===== src/rtl/io_bus_arbiter.sv =====
// Round-robin arbiter sharing the bridge slave port among NMST bus masters.
// One master is granted per bus cycle; a watchdog turns unanswered cycles into bus errors.
module io_bus_arbiter #(
  parameter int NMST = 4,
  parameter int TMO  = 255
) (
  input  logic                 clk_i,
  input  logic                 rst_ni,
  input  logic [NMST-1:0]      m_cyc_i,
  input  logic [NMST-1:0]      m_stb_i,
  input  logic [NMST-1:0]      m_we_i,
  input  logic [4*NMST-1:0]    m_sel_i,
  input  logic [32*NMST-1:0]   m_adr_i,
  input  logic [32*NMST-1:0]   m_dat_i,
  output logic [NMST-1:0]      m_ack_o,
  output logic [NMST-1:0]      m_err_o,
  output logic [31:0]          m_dat_o,
  output logic [5:0]           s_core_o,
  output logic                 s_cyc_o,
  output logic                 s_stb_o,
  output logic                 s_we_o,
  output logic [3:0]           s_sel_o,
  output logic [31:0]          s_adr_o,
  output logic [31:0]          s_dat_o,
  input  logic                 s_ack_i,
  input  logic [31:0]          s_dat_i,
  input  logic [5:0]           s_core_i
);

  // state | meaning
  // IDLE  | no cycle on the slave port, arbitrating pending requests
  // BUSY  | cycle of master gnt on the slave port, watchdog running
  // HOLD  | ack and read data held until the master drops its strobe
  // ERR   | bus error held until the master drops its strobe
  localparam logic [1:0] S_IDLE = 2'd0;
  localparam logic [1:0] S_BUSY = 2'd1;
  localparam logic [1:0] S_HOLD = 2'd2;
  localparam logic [1:0] S_ERR  = 2'd3;
  localparam logic [7:0] TMO_C  = 8'(TMO);

  logic [1:0]       state_q, state_d;
  logic [1:0]       gnt_q, gnt_d;
  logic [1:0]       last_q, last_d;
  logic [7:0]       wdog_q, wdog_d;
  logic [NMST-1:0]  ack_q, ack_d;
  logic [NMST-1:0]  err_q, err_d;
  logic [31:0]      mdat_q, mdat_d;
  logic             cyc_q, cyc_d;
  logic             we_q, we_d;
  logic [3:0]       sel_q, sel_d;
  logic [31:0]      adr_q, adr_d;
  logic [31:0]      sdat_q, sdat_d;

  logic [NMST-1:0]  req;
  logic [NMST-1:0]  gnt_oh;
  logic             found;
  logic [1:0]       pick;
  logic             we_pick;
  logic [3:0]       sel_pick;
  logic [31:0]      adr_pick;
  logic [31:0]      dat_pick;
  logic             gnt_cyc;
  logic             gnt_stb;
  logic             unused_core;

  // The returned core tag is informational only.
  assign unused_core = ^s_core_i;

  assign req = m_cyc_i & m_stb_i;

  // Search last+1, last+2, ... so the previous winner has lowest priority.
  always_comb begin
    found = 1'b0;
    pick  = 2'd0;
    for (int i = 1; i <= NMST; i++) begin
      for (int k = 0; k < NMST; k++) begin
        if (!found && req[k] && (k == (int'(last_q) + i) % NMST)) begin
          found = 1'b1;
          pick  = 2'(k);
        end
      end
    end
  end

  always_comb begin
    we_pick  = 1'b0;
    sel_pick = '0;
    adr_pick = '0;
    dat_pick = '0;
    gnt_oh   = '0;
    for (int k = 0; k < NMST; k++) begin
      if (pick == 2'(k)) begin
        we_pick  = m_we_i[k];
        sel_pick = m_sel_i[4*k +: 4];
        adr_pick = m_adr_i[32*k +: 32];
        dat_pick = m_dat_i[32*k +: 32];
      end
      gnt_oh[k] = (gnt_q == 2'(k));
    end
  end

  assign gnt_cyc = |(m_cyc_i & gnt_oh);
  assign gnt_stb = |(m_stb_i & gnt_oh);

  always_comb begin
    state_d = state_q;
    gnt_d   = gnt_q;
    last_d  = last_q;
    wdog_d  = wdog_q;
    ack_d   = ack_q;
    err_d   = err_q;
    mdat_d  = mdat_q;
    cyc_d   = cyc_q;
    we_d    = we_q;
    sel_d   = sel_q;
    adr_d   = adr_q;
    sdat_d  = sdat_q;
    case (state_q)
      S_IDLE: begin
        if (found) begin
          gnt_d   = pick;
          last_d  = pick;
          we_d    = we_pick;
          sel_d   = sel_pick;
          adr_d   = adr_pick;
          sdat_d  = dat_pick;
          cyc_d   = 1'b1;
          wdog_d  = 8'd0;
          state_d = S_BUSY;
        end
      end
      S_BUSY: begin
        wdog_d = wdog_q + 8'd1;
        // Ack wins over abort, abort wins over timeout.
        if (s_ack_i) begin
          cyc_d   = 1'b0;
          we_d    = 1'b0;
          mdat_d  = s_dat_i;
          ack_d   = gnt_oh;
          state_d = S_HOLD;
        end else if (!gnt_cyc) begin
          cyc_d   = 1'b0;
          we_d    = 1'b0;
          state_d = S_IDLE;
        end else if (wdog_q == TMO_C) begin
          cyc_d   = 1'b0;
          we_d    = 1'b0;
          err_d   = gnt_oh;
          state_d = S_ERR;
        end
      end
      S_HOLD, S_ERR: begin
        if (!gnt_stb) begin
          ack_d   = '0;
          err_d   = '0;
          mdat_d  = '0;
          state_d = S_IDLE;
        end
      end
      default: state_d = S_IDLE;
    endcase
  end

  always_ff @(posedge clk_i or negedge rst_ni) begin
    if (!rst_ni) begin
      state_q <= S_IDLE;
      gnt_q   <= 2'd0;
      last_q  <= 2'(NMST - 1);
      wdog_q  <= 8'd0;
      ack_q   <= '0;
      err_q   <= '0;
      mdat_q  <= '0;
      cyc_q   <= 1'b0;
      we_q    <= 1'b0;
      sel_q   <= '0;
      adr_q   <= 32'hFFFF_FFFF;
      sdat_q  <= '0;
    end else begin
      state_q <= state_d;
      gnt_q   <= gnt_d;
      last_q  <= last_d;
      wdog_q  <= wdog_d;
      ack_q   <= ack_d;
      err_q   <= err_d;
      mdat_q  <= mdat_d;
      cyc_q   <= cyc_d;
      we_q    <= we_d;
      sel_q   <= sel_d;
      adr_q   <= adr_d;
      sdat_q  <= sdat_d;
    end
  end

  assign m_ack_o  = ack_q;
  assign m_err_o  = err_q;
  assign m_dat_o  = mdat_q;
  assign s_core_o = {4'b0000, gnt_q};
  assign s_cyc_o  = cyc_q;
  assign s_stb_o  = cyc_q;
  assign s_we_o   = we_q;
  assign s_sel_o  = sel_q;
  assign s_adr_o  = adr_q;
  assign s_dat_o  = sdat_q;

endmodule


===== config.mk =====
export PLATFORM = sky130hd
export DESIGN_NAME = io_bus_arbiter
export DESIGN_NICKNAME = d
export VERILOG_FILES = /design/src/rtl/io_bus_arbiter.sv
export SDC_FILE = /design/constraint.sdc
export NUM_CORES = 1
export LEC_CHECK = 0
export CORE_AREA = 2 2 170 172
export DETAILED_ROUTE_END_ITERATION = 10
export DIE_AREA = 0 0 172 174
export HOLD_SLACK_MARGIN = 0.12
export PLACE_DENSITY = 0.71
export SLEW_MARGIN = 40
export SYNTH_ARGS = -nofsm -noshare
export SYNTH_HDL_FRONTEND = slang
export SYNTH_SLANG_ARGS = --single-unit

===== constraint.sdc =====
create_clock -name clk_i -period 2.2 [get_ports clk_i]
set_input_delay 0.33 -clock clk_i [delete_from_list [all_inputs] [get_ports clk_i]]
set_output_delay 0.33 -clock clk_i [all_outputs]
set_load 0.02 [all_outputs]

* Word level (Yosys, flattened, before mapping)
Cells that the tools add are included.
** Word-level totals
- Register bits after elaboration :: 124
- Input port bits :: 325
- Word-level logic and storage cells :: 193
** Operators by class
- Add/subtract/negate cells :: 5
- Equal/unequal tests :: 29
- Mux-type cells :: 72
- Bitwise logic cells :: 7
- Reduce and logical (&&, ||, !) cells :: 68
** Operators with widths (count)
- $mux W32 :: 10
- $logic_not A32 Y1 :: 4
- $pmux W32 S2 :: 1
- $mux W2 :: 19
- $mux W4 :: 9
- $logic_and A1 B1 Y1 :: 31
- $mux W1 :: 26
- $eq A3 B3 Y1 const A :: 8
- $pmux W4 S2 :: 2
- $pmux W8 S2 :: 1
- $logic_not A1 Y1 :: 15
- $and A4 B4 Y4 :: 3
- $eq A2 B2 Y1 const B :: 6
- $eq A2 B3 Y1 const A :: 4
- $ne A2 B2 Y1 const B :: 6
- $reduce_or A2 Y1 :: 5
- $reduce_and A3 Y1 :: 3
- $add A8 B1 Y8 const B :: 1
- $eq A8 B8 Y1 const B :: 1
- $mux W8 :: 1
- $reduce_or A4 Y1 :: 2
- $eq A2 B1 Y1 const B :: 3
- $logic_not A2 Y1 :: 3
- $pmux W2 S3 :: 1
- other kinds (8) :: 16

* Longest topological paths before layout
Gate-level depths: netlist (run 1).
- Depth after elaboration :: 73
- Gate-level depth with buffers :: 9
- Mapped depth without buffers :: 7

* Least setup slack after synthesis (run 1)
No wires, ideal clock.
- Path type :: flip-flop to flip-flop
- Start point :: register last_q[1]
- End point :: register sdat_q[10] (netlist: s_dat_o[10])
- Setup time :: 0.123 ns
- Arrival time :: 1.835 ns
- Data required time :: 2.077 ns
- Slack :: 0.242 ns
- Cell stages (with the launch flop) :: 7
- Period minus slack after synthesis :: 1.958 ns
- Cells stage by stage :: dfstp_2 > mux2i_4 > buf_6 > buf_4 > a21boi_1 > o32a_1 > o221a_1
** Between the ends
- Word-level cells in the longest chain between the ends :: 71
- Elaborated cells between the ends (all ways) :: 114
- Classes of those cells :: 4 x add/sub; 15 x eq/ne; 35 x mux; 4 x bitwise; 56 x reduce/logical
** Ends and longest elaborated chain
- start: declaration :: RTL line 43 : logic [1:0] last_q, last_d;
- start signal: assignment :: RTL line 168 : last_q <= 2'(NMST - 1);
- start signal: assignment :: RTL line 181 : last_q <= last_d;
- $add A2 B1 Y2 :: RTL line 77 : if (!found && req[k] && (k == (int'(last_q) + i) % NMST)) begin
- $reduce_or A2 Y1 (no line)
- $and A1 B1 Y1 (no line)
- $logic_not A32 Y1 :: RTL line 77
- $logic_and A1 B1 Y1 :: RTL line 77
- $mux W1 :: RTL line 77
- $logic_not A1 Y1 :: RTL line 77
- $logic_and A1 B1 Y1 (2 in a row) :: RTL line 77
- [49 not listed]
- $logic_not A1 Y1 :: RTL line 77
- $logic_and A1 B1 Y1 (2 in a row) :: RTL line 77
- $mux W1 :: RTL line 77
- $logic_not A1 Y1 :: RTL line 77
- $logic_and A1 B1 Y1 (2 in a row) :: RTL line 77
- $mux W2 :: RTL line 77
- $logic_not A2 Y1 :: RTL line 92 : if (pick == 2'(k)) begin
- $mux W32 (4 in a row) :: RTL line 92
- end signal: assignment :: RTL line 190 : sdat_q <= sdat_d;
- end: declaration :: RTL line 52 : logic [31:0] sdat_q, sdat_d;
Parallel ways exist; a longest one is shown, timed or not.
A chain may end at the register's enable or synchronous reset.

* Worst setup path in the final report (run 1)
- Start point :: input m_stb_i[2]
- End point :: register sdat_q[16] (netlist: s_dat_o[16])
** Between the ends
- Word-level cells in the longest chain between the ends :: 61
- Elaborated cells between the ends (all ways) :: 79
- Classes of those cells :: 3 x eq/ne; 32 x mux; 1 x bitwise; 43 x reduce/logical
** Ends and longest elaborated chain
- start: declaration :: RTL line 10 : input logic [NMST-1:0] m_stb_i,
- $and A4 B4 Y4 (*) :: RTL line 69 : assign req = m_cyc_i & m_stb_i;
- $logic_and A1 B1 Y1 (2 in a row) :: RTL line 77
- $mux W1 :: RTL line 77
- $logic_not A1 Y1 :: RTL line 77
- $logic_and A1 B1 Y1 (2 in a row) :: RTL line 77
- $mux W1 :: RTL line 77
- $logic_not A1 Y1 :: RTL line 77
- $logic_and A1 B1 Y1 (2 in a row) :: RTL line 77
- [37 not listed]
- $logic_not A1 Y1 :: RTL line 77
- $logic_and A1 B1 Y1 (2 in a row) :: RTL line 77
- $mux W1 :: RTL line 77
- $logic_not A1 Y1 :: RTL line 77
- $logic_and A1 B1 Y1 (2 in a row) :: RTL line 77
- $mux W2 :: RTL line 77
- $logic_not A2 Y1 :: RTL line 92
- $mux W32 (4 in a row) :: RTL line 92
Every way passes the cells marked *; elsewhere a longest branch is shown, timed or not.

==> results of run 1 <==
-- kinds of logic after synthesis --
logic type | count (synthesis) | share of synthesized area
compound gates | 281 | 0.346
xor+xnor | 1 | 0.00118
fa+ha+maj | 1 | 0.00168
buf+inv | 85 | 0.0605
flops | 124 | 0.424
mux | 5 | 0.0103
other cells | 1 | 0.000505
simple gates | 201 | 0.156
-- synth_stat cells (all sizes together) --
library cell / number / area share
dfrtp: 90 / 0.30
nand3: 3 / 0.0027
mux2: 1 / 0.0015
conb: 1 / 0.00050
mux2i: 3 / 0.0057
o221ai: 1 / 0.0035
nor2: 18 / 0.0094
o21ai: 20 / 0.013
a21o: 1 / 0.0010
o221a: 68 / 0.10
buf: 36 / 0.036
o22ai: 4 / 0.0059
dfstp: 34 / 0.12
nor3b: 2 / 0.0027
and3: 73 / 0.061
or2: 69 / 0.058
clkbuf: 46 / 0.023
nor2b: 1 / 0.00084
a21boi: 69 / 0.070
a22o: 32 / 0.038
o32a: 68 / 0.092
and2: 5 / 0.0045
ha: 1 / 0.0017
o41ai: 2 / 0.0024
nor3: 1 / 0.0013
nand3b: 1 / 0.0010
a22oi: 2 / 0.0027
o22a: 2 / 0.0024
o21ba: 1 / 0.0013
inv: 3 / 0.0015
a311o: 1 / 0.0013
o31ai: 7 / 0.0071
mux4: 1 / 0.0030
a21oi: 2 / 0.0013
xor2: 1 / 0.0012
nand2: 28 / 0.014
a31oi: 1 / 0.00084
-- report_power, final --
group          internal (mW)  switching (mW)
Clock                   1.81            1.19
Combinational           5.16            4.65
Sequential              3.50           0.603
-- layer usage --
metal / vias to the layer above / track usage
met5: - / 0
met4: 2 / 0.0665
met3: 47 / 0.0635
met2: 384 / 0.352
met1: 3862 / 0.238
li1: 3621 / -
-- state kept, by name, summed over array words and instances, names as in the netlist --
signal,count
s_sel_o,4
s_we_o,1
s_adr_o,32
gnt_q,2
state_q,2
m_err_o,4
m_dat_o,32
wdog_q,8
m_ack_o,4
s_dat_o,32
last_q,2
s_cyc_o,1
-- through the flow --
step / setup TNS (ps) / utilization / power, mW / area [µm²] / worst slack (ps)
2_1_floorplan: 0 / - / 9.30 / 7440 / 242
3_3_place_gp: -26960 / 0.438 / 13.1 / 12400 / -403
3_5_place_dp: -31130 / 0.438 / 13.2 / 12400 / -458
4_1_cts: -22.6 / 0.468 / 16.8 / 13200 / -11.2
5_1_grt: -747 / 0.474 / 17.8 / 13400 / -60.1
6_report: -22.6 / 0.474 / 16.9 / 13400 / -21.2
-- final cells by class --
cell class	count	area, µm²
Tap cell	384	480
Sequential cell	124	3150
Clock inverter	14	186
Antenna cell	5	12.5
Clock buffer	17	425
Inverter	3	11.3
Timing Repair Buffer	499	5200
Multi-Input combinational cell	493	3910
Fill cell	2618	14900
-- timing repair --
action	CTS	global route
endpoints found under the setup margin	65	71
hold endpoints to repair	23	0
buffers inserted	11	1
hold buffers	1	0
resized for setup	7	19
pin swaps	3	30
cloned	3	5
-- how the worst min path moves through the flow --
stage | from | slack (ps) | cells past startpoint | end
final | rst_ni | 430 | 2 | m_dat_o[1]$_DFFE_PN0P_
after detailed placement | rst_ni | 290 | 1 | m_dat_o[26]$_DFFE_PN0P_
after global placement | rst_ni | 290 | 1 | m_dat_o[26]$_DFFE_PN0P_
after floorplan | rst_ni | 30 | 0 | gnt_q[0]$_DFFE_PN0P_
after global routing | rst_ni | 440 | 2 | m_dat_o[26]$_DFFE_PN0P_
after CTS | rst_ni | 420 | 2 | m_dat_o[26]$_DFFE_PN0P_
-- worst max-delay path: stages --
cell and delay (ps):
clkdlybuf4s50_1 440, and2_2 240, o22ai_2 150, mux2i_4 150, buf_12 160, bufbuf_16 300, and3_1 210, o32a_1 290
o221a_1 220
==> reports/metrics.cfg, run 1 <==
[sta]
grt_setup_unrepaired = true
setup_ws_ps = -21.2
holdWs_ps = 426
hold_violations = 0
period_share = 1.01
finalCriticalPeriod_ps = 2220
slew_violations = 0
skew_ps = 14.4
setup_viol_count_final = 2
fmax_mhz = 450

[synth]
synthDistinctLibCells = 49
synthesis.area_um2 = 7430
ys_seq_area_frac = 0.424
synthCells = 699
yosys_warnings = 0
synth.ff_latch_count = 124
avgSynthCellArea_um2 = 10.6

[route]
wl_met1_um = 12900
via_per_inst = 5.14
wirelength_um = 32400
first_iter_violations = 338
drt-pass1-iter-count = 4
met2_length_um = 15900
wl_per_cell_um = 21.1
wl_met3_um = 2830
vias = 7916
top_layer = met5
antenna_left = 0
drcViolationCount = 0

[finish]
layout_common_cells = clkdlybuf4s50_1, dfrtp_1, and3_1, or2_2
layout.nets = 1464
area_growth_pct = 80.1
final_cells = 1539
drive_gt1_frac = 0.197
final_common_cell = clkdlybuf4s50_1

[die]
die-area_um2 = 29900
die_w_um = 172
ios = 442
fp-row-count = 62
core-area_um2 = 28200
die_h_um = 174
start_util = 0.263

[clock_network]
tritoncts = yes
clock-sinks = 124
cts_buffers = 17
path_clk_slew_ps = 60
clock_latency_ps = 420
htreeDepth = 4
cts_buffer_depth = 2
cts_root_buf = clkbuf_16

[global_routing]
grt_start_max_net_pins = 67
antenna_found_initial = 6
track_usage = 0.203
grt-ovfl-total = 0
grt_pass1_wl_um = 46700
grt_pass1_vias = 8019

[pwr]
leakagePower_nw = 5.35
power_density_nw_per_um2 = 1260
ir_worst_vdd_mv = 0.555

[worst_setup_path]
crit_path_end = s_dat_o[16]$_DFFE_PN0P_
rrSetupSlack_ps = 30
r2r-end = s_dat_o[28]$_DFFE_PN0P_
crit_required_ps = 2500
reg2reg_from = last_q[0]$_DFFE_PN1P_
critPathLaunchType = input port
startpoint = m_stb_i[2]
worstPathArrival_ps = 2520
cp_max_fo = 32
crit_path_end_kind = flip-flop
r2r_cells = 7
critical_path_class = in2reg

[placement]
place_inst = 1483
gp_congestion = 0.914
io_buffers = 431
dp_hpwl_um = 22100

[worst_hold_path]
holdCritPathClass = in2async

[outcome]
outcome = finished, violations left
violations = setup timing

[job]
drv_cap = 0

Power figures use the tool's default switching activity.
==> run 2: changes to the inputs <==
- ABC_CLOCK_PERIOD_IN_PS: unset -> 2200
==> results of run 2 <==
The final DEF is identical to that of run 1; final timing and power are the same.
